[src/rtl/cpu_timer_pkg.sv]
// Shared definitions for the CPU timer peripheral: register offsets,
// CTRL/STATUS bit positions and the address window size used by the MMU.
package cpu_timer_pkg;

    localparam int TIMER_SIZE = 8;

    typedef enum logic [2:0] {
        TIMER_CTRL     = 3'd0,
        TIMER_PRESCALE = 3'd1,
        TIMER_COUNT    = 3'd2,
        TIMER_RELOAD   = 3'd3,
        TIMER_STATUS   = 3'd4,
        TIMER_FREE_LO  = 3'd5,
        TIMER_FREE_HI  = 3'd6,
        TIMER_RSVD     = 3'd7
    } timer_reg_e;

    localparam int CTRL_RUN_BIT       = 0;
    localparam int CTRL_AUTO_BIT      = 1;
    localparam int CTRL_IRQEN_BIT     = 2;
    localparam int STATUS_EXPIRED_BIT = 0;

endpackage

[src/rtl/cpu_timer_if.sv]
// CPU data bus as seen by a memory-mapped peripheral: request side driven by
// the CPU/MMU, one-cycle acknowledge with registered read data from the slave.
interface memory_bus #(
    parameter int DATA_WIDTH = 16,
    parameter int ADDR_WIDTH = 16
) ();
    logic [ADDR_WIDTH-1:0] address;
    logic [DATA_WIDTH-1:0] data_in;
    logic                  write_enable;
    logic                  enable;
    logic [DATA_WIDTH-1:0] data_out;
    logic                  data_ready;

    modport master (
        output address, data_in, write_enable, enable,
        input  data_out, data_ready
    );

    modport slave (
        input  address, data_in, write_enable, enable,
        output data_out, data_ready
    );
endinterface

[src/rtl/cpu_timer_prescaler.sv]
// Prescaler for the timer: counts 0..prescale while running and pulses tick
// in the cycle it wraps. Stopped or cleared, it sits at zero.
module cpu_timer_prescaler #(
    parameter int DATA_WIDTH = 16
) (
    input  logic                  clock,
    input  logic                  reset,
    input  logic                  run,
    input  logic                  clear,
    input  logic [DATA_WIDTH-1:0] prescale,
    output logic                  tick
);
    logic [DATA_WIDTH-1:0] cnt_q, cnt_d;

    assign tick = run && (cnt_q == prescale);

    // Next prescaler value: hold at zero when idle or cleared, wrap on tick
    always_comb begin
        cnt_d = cnt_q;
        if (!run || clear) begin
            cnt_d = '0;
        end else if (tick) begin
            cnt_d = '0;
        end else begin
            cnt_d = cnt_q + 1'b1;
        end
    end

    // Prescaler state register
    always_ff @(posedge clock) begin
        if (reset) begin
            cnt_q <= '0;
        end else begin
            cnt_q <= cnt_d;
        end
    end
endmodule

[src/rtl/cpu_timer.sv]
// Memory-mapped timer: bus decode, register file, prescaled down-counter with
// auto-reload and sticky expiry, level interrupt and free-running cycle counter.
module cpu_timer
    import cpu_timer_pkg::*;
#(
    parameter int DATA_WIDTH = 16,
    parameter int ADDR_WIDTH = 16,
    parameter int FREE_WIDTH = 2 * DATA_WIDTH
) (
    input  logic     clock,
    input  logic     reset,
    memory_bus.slave bus,
    output logic     irq
);
    logic                  run_q, run_d, auto_q, auto_d, irqen_q, irqen_d;
    logic [DATA_WIDTH-1:0] prescale_q, prescale_d, count_q, count_d;
    logic [DATA_WIDTH-1:0] reload_q, reload_d, snap_q, snap_d;
    logic                  expired_q, expired_d, irq_q, irq_d;
    logic [FREE_WIDTH-1:0] free_q, free_d;
    logic                  ack_q, ack_d;
    logic [DATA_WIDTH-1:0] rdata_q, rdata_d, rd_mux;

    timer_reg_e offset;
    logic       accept, wr_en, rd_en, tick, expire;
    logic       unused_addr;

    // A new access is taken only when no acknowledge is outstanding, which
    // paces a held enable to one access every two cycles.
    assign accept      = bus.enable && !ack_q;
    assign wr_en       = accept && bus.write_enable;
    assign rd_en       = accept && !bus.write_enable;
    assign offset      = timer_reg_e'(bus.address[2:0]);
    assign unused_addr = ^bus.address[ADDR_WIDTH-1:3];
    assign expire      = tick && (count_q == '0);

    cpu_timer_prescaler #(.DATA_WIDTH(DATA_WIDTH)) u_prescaler (
        .clock    (clock),
        .reset    (reset),
        .run      (run_q),
        .clear    (wr_en && (offset == TIMER_PRESCALE)),
        .prescale (prescale_q),
        .tick     (tick)
    );

    // Read data mux; values are pre-write since registers update at accept
    always_comb begin
        rd_mux = '0;
        case (offset)
            TIMER_CTRL: begin
                rd_mux[CTRL_RUN_BIT]   = run_q;
                rd_mux[CTRL_AUTO_BIT]  = auto_q;
                rd_mux[CTRL_IRQEN_BIT] = irqen_q;
            end
            TIMER_PRESCALE: rd_mux = prescale_q;
            TIMER_COUNT:    rd_mux = count_q;
            TIMER_RELOAD:   rd_mux = reload_q;
            TIMER_STATUS:   rd_mux[STATUS_EXPIRED_BIT] = expired_q;
            TIMER_FREE_LO:  rd_mux = free_q[DATA_WIDTH-1:0];
            TIMER_FREE_HI:  rd_mux = snap_q;
            default:        rd_mux = '0;
        endcase
    end

    // Next-state for registers: hardware timer updates first, bus writes
    // layered on top so they win, and expiry set applied last over W1C.
    always_comb begin
        run_d      = run_q;
        auto_d     = auto_q;
        irqen_d    = irqen_q;
        prescale_d = prescale_q;
        count_d    = count_q;
        reload_d   = reload_q;
        expired_d  = expired_q;
        snap_d     = snap_q;

        if (tick) begin
            if (!expire) begin
                count_d = count_q - 1'b1;
            end else if (auto_q) begin
                count_d = reload_q;
            end else begin
                run_d = 1'b0;
            end
        end

        if (wr_en) begin
            case (offset)
                TIMER_CTRL: begin
                    run_d   = bus.data_in[CTRL_RUN_BIT];
                    auto_d  = bus.data_in[CTRL_AUTO_BIT];
                    irqen_d = bus.data_in[CTRL_IRQEN_BIT];
                end
                TIMER_PRESCALE: prescale_d = bus.data_in;
                TIMER_COUNT:    count_d    = bus.data_in;
                TIMER_RELOAD:   reload_d   = bus.data_in;
                TIMER_STATUS: begin
                    if (bus.data_in[STATUS_EXPIRED_BIT]) begin
                        expired_d = 1'b0;
                    end
                end
                default: ;
            endcase
        end

        if (expire) begin
            expired_d = 1'b1;
        end

        if (rd_en && (offset == TIMER_FREE_LO)) begin
            snap_d = free_q[FREE_WIDTH-1:DATA_WIDTH];
        end
    end

    // Bus response, interrupt level and free counter next-state
    always_comb begin
        ack_d   = accept;
        rdata_d = rd_en ? rd_mux : '0;
        irq_d   = expired_q && irqen_q;
        free_d  = free_q + 1'b1;
    end

    // State registers; reset drops any pending acknowledge
    always_ff @(posedge clock) begin
        if (reset) begin
            run_q      <= 1'b0;
            auto_q     <= 1'b0;
            irqen_q    <= 1'b0;
            prescale_q <= '0;
            count_q    <= '0;
            reload_q   <= '0;
            expired_q  <= 1'b0;
            snap_q     <= '0;
            free_q     <= '0;
            ack_q      <= 1'b0;
            rdata_q    <= '0;
            irq_q      <= 1'b0;
        end else begin
            run_q      <= run_d;
            auto_q     <= auto_d;
            irqen_q    <= irqen_d;
            prescale_q <= prescale_d;
            count_q    <= count_d;
            reload_q   <= reload_d;
            expired_q  <= expired_d;
            snap_q     <= snap_d;
            free_q     <= free_d;
            ack_q      <= ack_d;
            rdata_q    <= rdata_d;
            irq_q      <= irq_d;
        end
    end

    assign bus.data_out   = rdata_q;
    assign bus.data_ready = ack_q;
    assign irq            = irq_q;
endmodule

[src/flat_wrapper.sv]
// flat-port wrapper written by rule: the top's interface ports become plain ports
module cpu_timer_flat import cpu_timer_pkg::*;
#(
    parameter int DATA_WIDTH = 16,
    parameter int ADDR_WIDTH = 16,
    parameter int FREE_WIDTH = 2 * DATA_WIDTH
)
  (clock, reset, irq, bus_address, bus_data_in, bus_write_enable, bus_enable, bus_data_out, bus_data_ready);
  memory_bus #(.DATA_WIDTH(DATA_WIDTH), .ADDR_WIDTH(ADDR_WIDTH)) bus_i ();
  input  logic clock;
  input  logic reset;
  output logic irq;
  input wire logic [$bits(bus_i.address)-1:0] bus_address;
  input wire logic [$bits(bus_i.data_in)-1:0] bus_data_in;
  input wire logic [$bits(bus_i.write_enable)-1:0] bus_write_enable;
  input wire logic [$bits(bus_i.enable)-1:0] bus_enable;
  output wire logic [$bits(bus_i.data_out)-1:0] bus_data_out;
  output wire logic [$bits(bus_i.data_ready)-1:0] bus_data_ready;
  assign bus_i.address = bus_address;
  assign bus_i.data_in = bus_data_in;
  assign bus_i.write_enable = bus_write_enable;
  assign bus_i.enable = bus_enable;
  assign bus_data_out = bus_i.data_out;
  assign bus_data_ready = bus_i.data_ready;
  cpu_timer #(.DATA_WIDTH(DATA_WIDTH), .ADDR_WIDTH(ADDR_WIDTH), .FREE_WIDTH(FREE_WIDTH)) u_core (.clock(clock), .reset(reset), .bus(bus_i), .irq(irq));
endmodule
[config.mk]
export PLATFORM = sky130hd
export DESIGN_NAME = cpu_timer_flat
export DESIGN_NICKNAME = d
export VERILOG_FILES = /design/src/rtl/cpu_timer_pkg.sv /design/src/rtl/cpu_timer_if.sv /design/src/rtl/cpu_timer_prescaler.sv /design/src/rtl/cpu_timer.sv /design/src/flat_wrapper.sv
export SDC_FILE = /design/constraint.sdc
export NUM_CORES = 1
export LEC_CHECK = 0
export CAP_MARGIN = 20
export CORE_MARGIN = 3
export CORE_UTILIZATION = 38
export DETAILED_ROUTE_END_ITERATION = 8
export SLEW_MARGIN = 15
export SYNTH_ARGS = -nofsm -noshare
export SYNTH_HDL_FRONTEND = slang
export SYNTH_SLANG_ARGS = --single-unit
[constraint.sdc]
create_clock -name clock -period 4.4 [get_ports clock]
set_clock_uncertainty 0.15 [all_clocks]
set_input_delay 1.1 -clock clock [delete_from_list [all_inputs] [get_ports clock]]
set_output_delay 1.1 -clock clock [all_outputs]
set_load 0.01 [all_outputs]
==> results.toml <==
[final_layout]
final_core_util_pct = 47.0
drive_above_1_share_pct = 7.41
instances_no_fill = 1053
diodes = 0
final_area_um2 = 7620
layout_common_cells = "nand2_1 (134), dfxtp_1 (134), nor2_1 (98), a21oi_1 (87), clkdlybuf4s50_1 (39)"
area_delta_synth_final_pct = 18.8
nNetsFinal = 864

[global_routing]
grt-ovfl-total = 0
antenna_found_initial = 0
grtUsageTotal_pct = 20.8
first_global_vias = 5187
grt_start_max_net_pins = 64
grt_pass1_wl_um = 29600

[timing]
fin_tns_setup_ns = 0
worst_slack_ns = 1.32
hold_slack_ns = 0.304
max_freq_mhz = 325
setup_viol = 0
tightest_slew_ns = 0.816
hold_viol_final = 0
maxSlewViolCount = 0
min_period_ns = 3.08
slew-limit-headroom_pct = 45.5
rsz0062_at_grt = "no"
finalCritPeriodShare_pct = 69.9

[die]
die_h_um = 136
core_um2 = 16200
fp-row-count = 46
die_x_um = 136
ios = 54
die-area_um2 = 18500
initial_core_util_pct = 39.5

[critical_path]
startpoint_type = "input port"
critPathCaptureType = "flop"
r2r_slack_ns = 1.50
timing.rr.end = "u_core.u_prescaler.cnt_q[4]"
cp.arrival_ns = 3.26
cp_max_fo = 16
worstSetupPathType = "in2reg"
reg2reg_depth = 6
critPathRequiredTime_ns = 4.58
rr_startpoint = "u_core.u_prescaler.cnt_q[12]"

[synth]
async_flop_share_pct = 0
synth_xor_area_share_pct = 7.91
synth-seq-area-share_pct = 41.8
syn_area_um2 = 6420
synth_area_leader_cell = "dfxtp_1"
synth-simple-area-share_pct = 25.7
syn-num-nets = 837
ys_dominant_reg_cell = "dfxtp_1"
synth-compound-area-share_pct = 16.1
synth_cells = 798
synth_top_family_by_area = "simple AND/OR/NAND/NOR gates"
synth_edf_count = 0
ys_ff_latch = 134
syn_area_per_cell_um2 = 8.04
yosys-top-cells-area = "dfxtp_1 (42%), nand2_1 (7.8%), a21oi_1 (6.8%)"
synth_mux_area_share_pct = 3.96
synth_fa_ha_area_share_pct = 0.585
ys_types = 59
yosysWarningCount = 0
synth_top_area_share_pct = 41.8

[drt]
wl_um = 18400
drc_errors = 0
wl_per_cell_um = 17.5
dr.pass1.iters = 6
vias = 5699
first_iter_violations = 582
antenna_left = 0
viasPerCell = 5.41

[clock_network]
cts_resized = 0
insertion_delay_ns = 0.42
htree_levels = 4
cts_setup_buffers = 0
cts_made_buffers = 17
hold_buffers = 0
cts-root-buf = "clkbuf_16"
clock-sinks = 134
clockBufferDepth = 2
cts_tree = "done"
path_clk_slew_ns = 0.06

[power_and_ir_drop]
p_sw_mw = 0.689
swShare_pct = 23.5
p_leak_nw = 2.64
power_mw = 2.94
power_density_nw_per_um2 = 385
internal_power_mw = 2.25
seqPwrFrac_pct = 42.3
vdd_ir_drop_max_mv = 0.281
power_frac_comb_pct = 7.3
power_frac_clock_pct = 50.4

[worst_hold_path]
min_path_cells = 2
min-delay-start = "u_core.snap_q[11]"
holdPathEnd = "u_core.snap_q[11]"
hold_path_class = "reg2reg"

[placed_design]
postPlaceCellArea_um2 = 7010
place_ws_ns = 0.900
hpwlAfterDp_um = 13300
gp_congestion = 0.927
dp_cells = 1022
portBuffers = 40

[run]
cap_violations = 0

[status]
status = "finished, final reports clean"
==> logic make-up after synthesis <==
family,Yosys count
muxes,25
and+or+nand+nor,345
DFF,134
adders and majority gates,3
AOI/OAI and AO/OA,169
buffers and inverters,64
xor gates and xnor gates,58
==> worst max-delay path by stage <==
stage | startpoint | to | slack (ns)
after floorplan | bus_address[0] | u_core.snap_q[3] | 1.67
after global placement | bus_address[0] | u_core.u_prescaler.cnt_q[12] | 0.93
after detailed placement | bus_address[0] | u_core.u_prescaler.cnt_q[8] | 0.90
after CTS | bus_address[0] | u_core.u_prescaler.cnt_q[4] | 1.28
after global routing | bus_address[0] | u_core.u_prescaler.cnt_q[4] | 1.08
final | bus_address[0] | u_core.u_prescaler.cnt_q[4] | 1.32
==> state kept, by name (all words and copies together) (netlist names), 16 cells and up <==
name	cells
u_core.free_q	32
u_core.snap_q	16
u_core.bus.data_out	16
u_core.prescale_q	16
u_core.count_q	16
u_core.u_prescaler.cnt_q	16
u_core.reload_q	16
==> metal layers <==
layer	global-route usage [%]	wire length, um	vias up
met5	0	0	-
li1	-	-	2840
met2	31.7	8310	175
met3	4.63	1110	19
met4	5.38	250	0
met1	29.9	8780	2665
==> power by group through the flow <==
stage | Combinational, mW | Sequential [mW] | Clock, mW
2_1_floorplan | 0.140 | 1.26 | 0
3_3_place_gp | 0.211 | 1.27 | 0
3_5_place_dp | 0.212 | 1.27 | 0
4_1_cts | 0.212 | 1.24 | 1.51
5_1_grt | 0.234 | 1.24 | 1.56
6_report | 0.214 | 1.24 | 1.48
==> cells in the mapped netlist, types with 7 or more instances <==
library cell,n
dfxtp_1,134
nand2_1,134
nor2_1,98
a21oi_1,87
clkbuf_1,34
xnor2_1,32
nand3_1,27
xor2_1,26
mux2i_1,22
o21ai_0,18
a22oi_1,17
inv_1,17
nand4_1,16
and3_1,13
nor3_1,8
buf_2,7
==> layout make-up <==
class / instances / area (um^2)
repair buffers: 55 / 510
inverters: 17 / 63.8
fillers: 1656 / 8610
multi-input cells: 600 / 3490
clock inverters: 13 / 181
flip-flops and latches: 134 / 2680
well taps: 216 / 270
clock buffers: 18 / 429
==> critical path, stage by stage <==
cell and delay (ns):
clkdlybuf4s50_1 0.46, nor2b_1 0.16, buf_4 0.15, and2b_1 0.31, nand2_1 0.16, nand4_1 0.62, nor2_1 0.31
(Power assumes the default switching activity.)
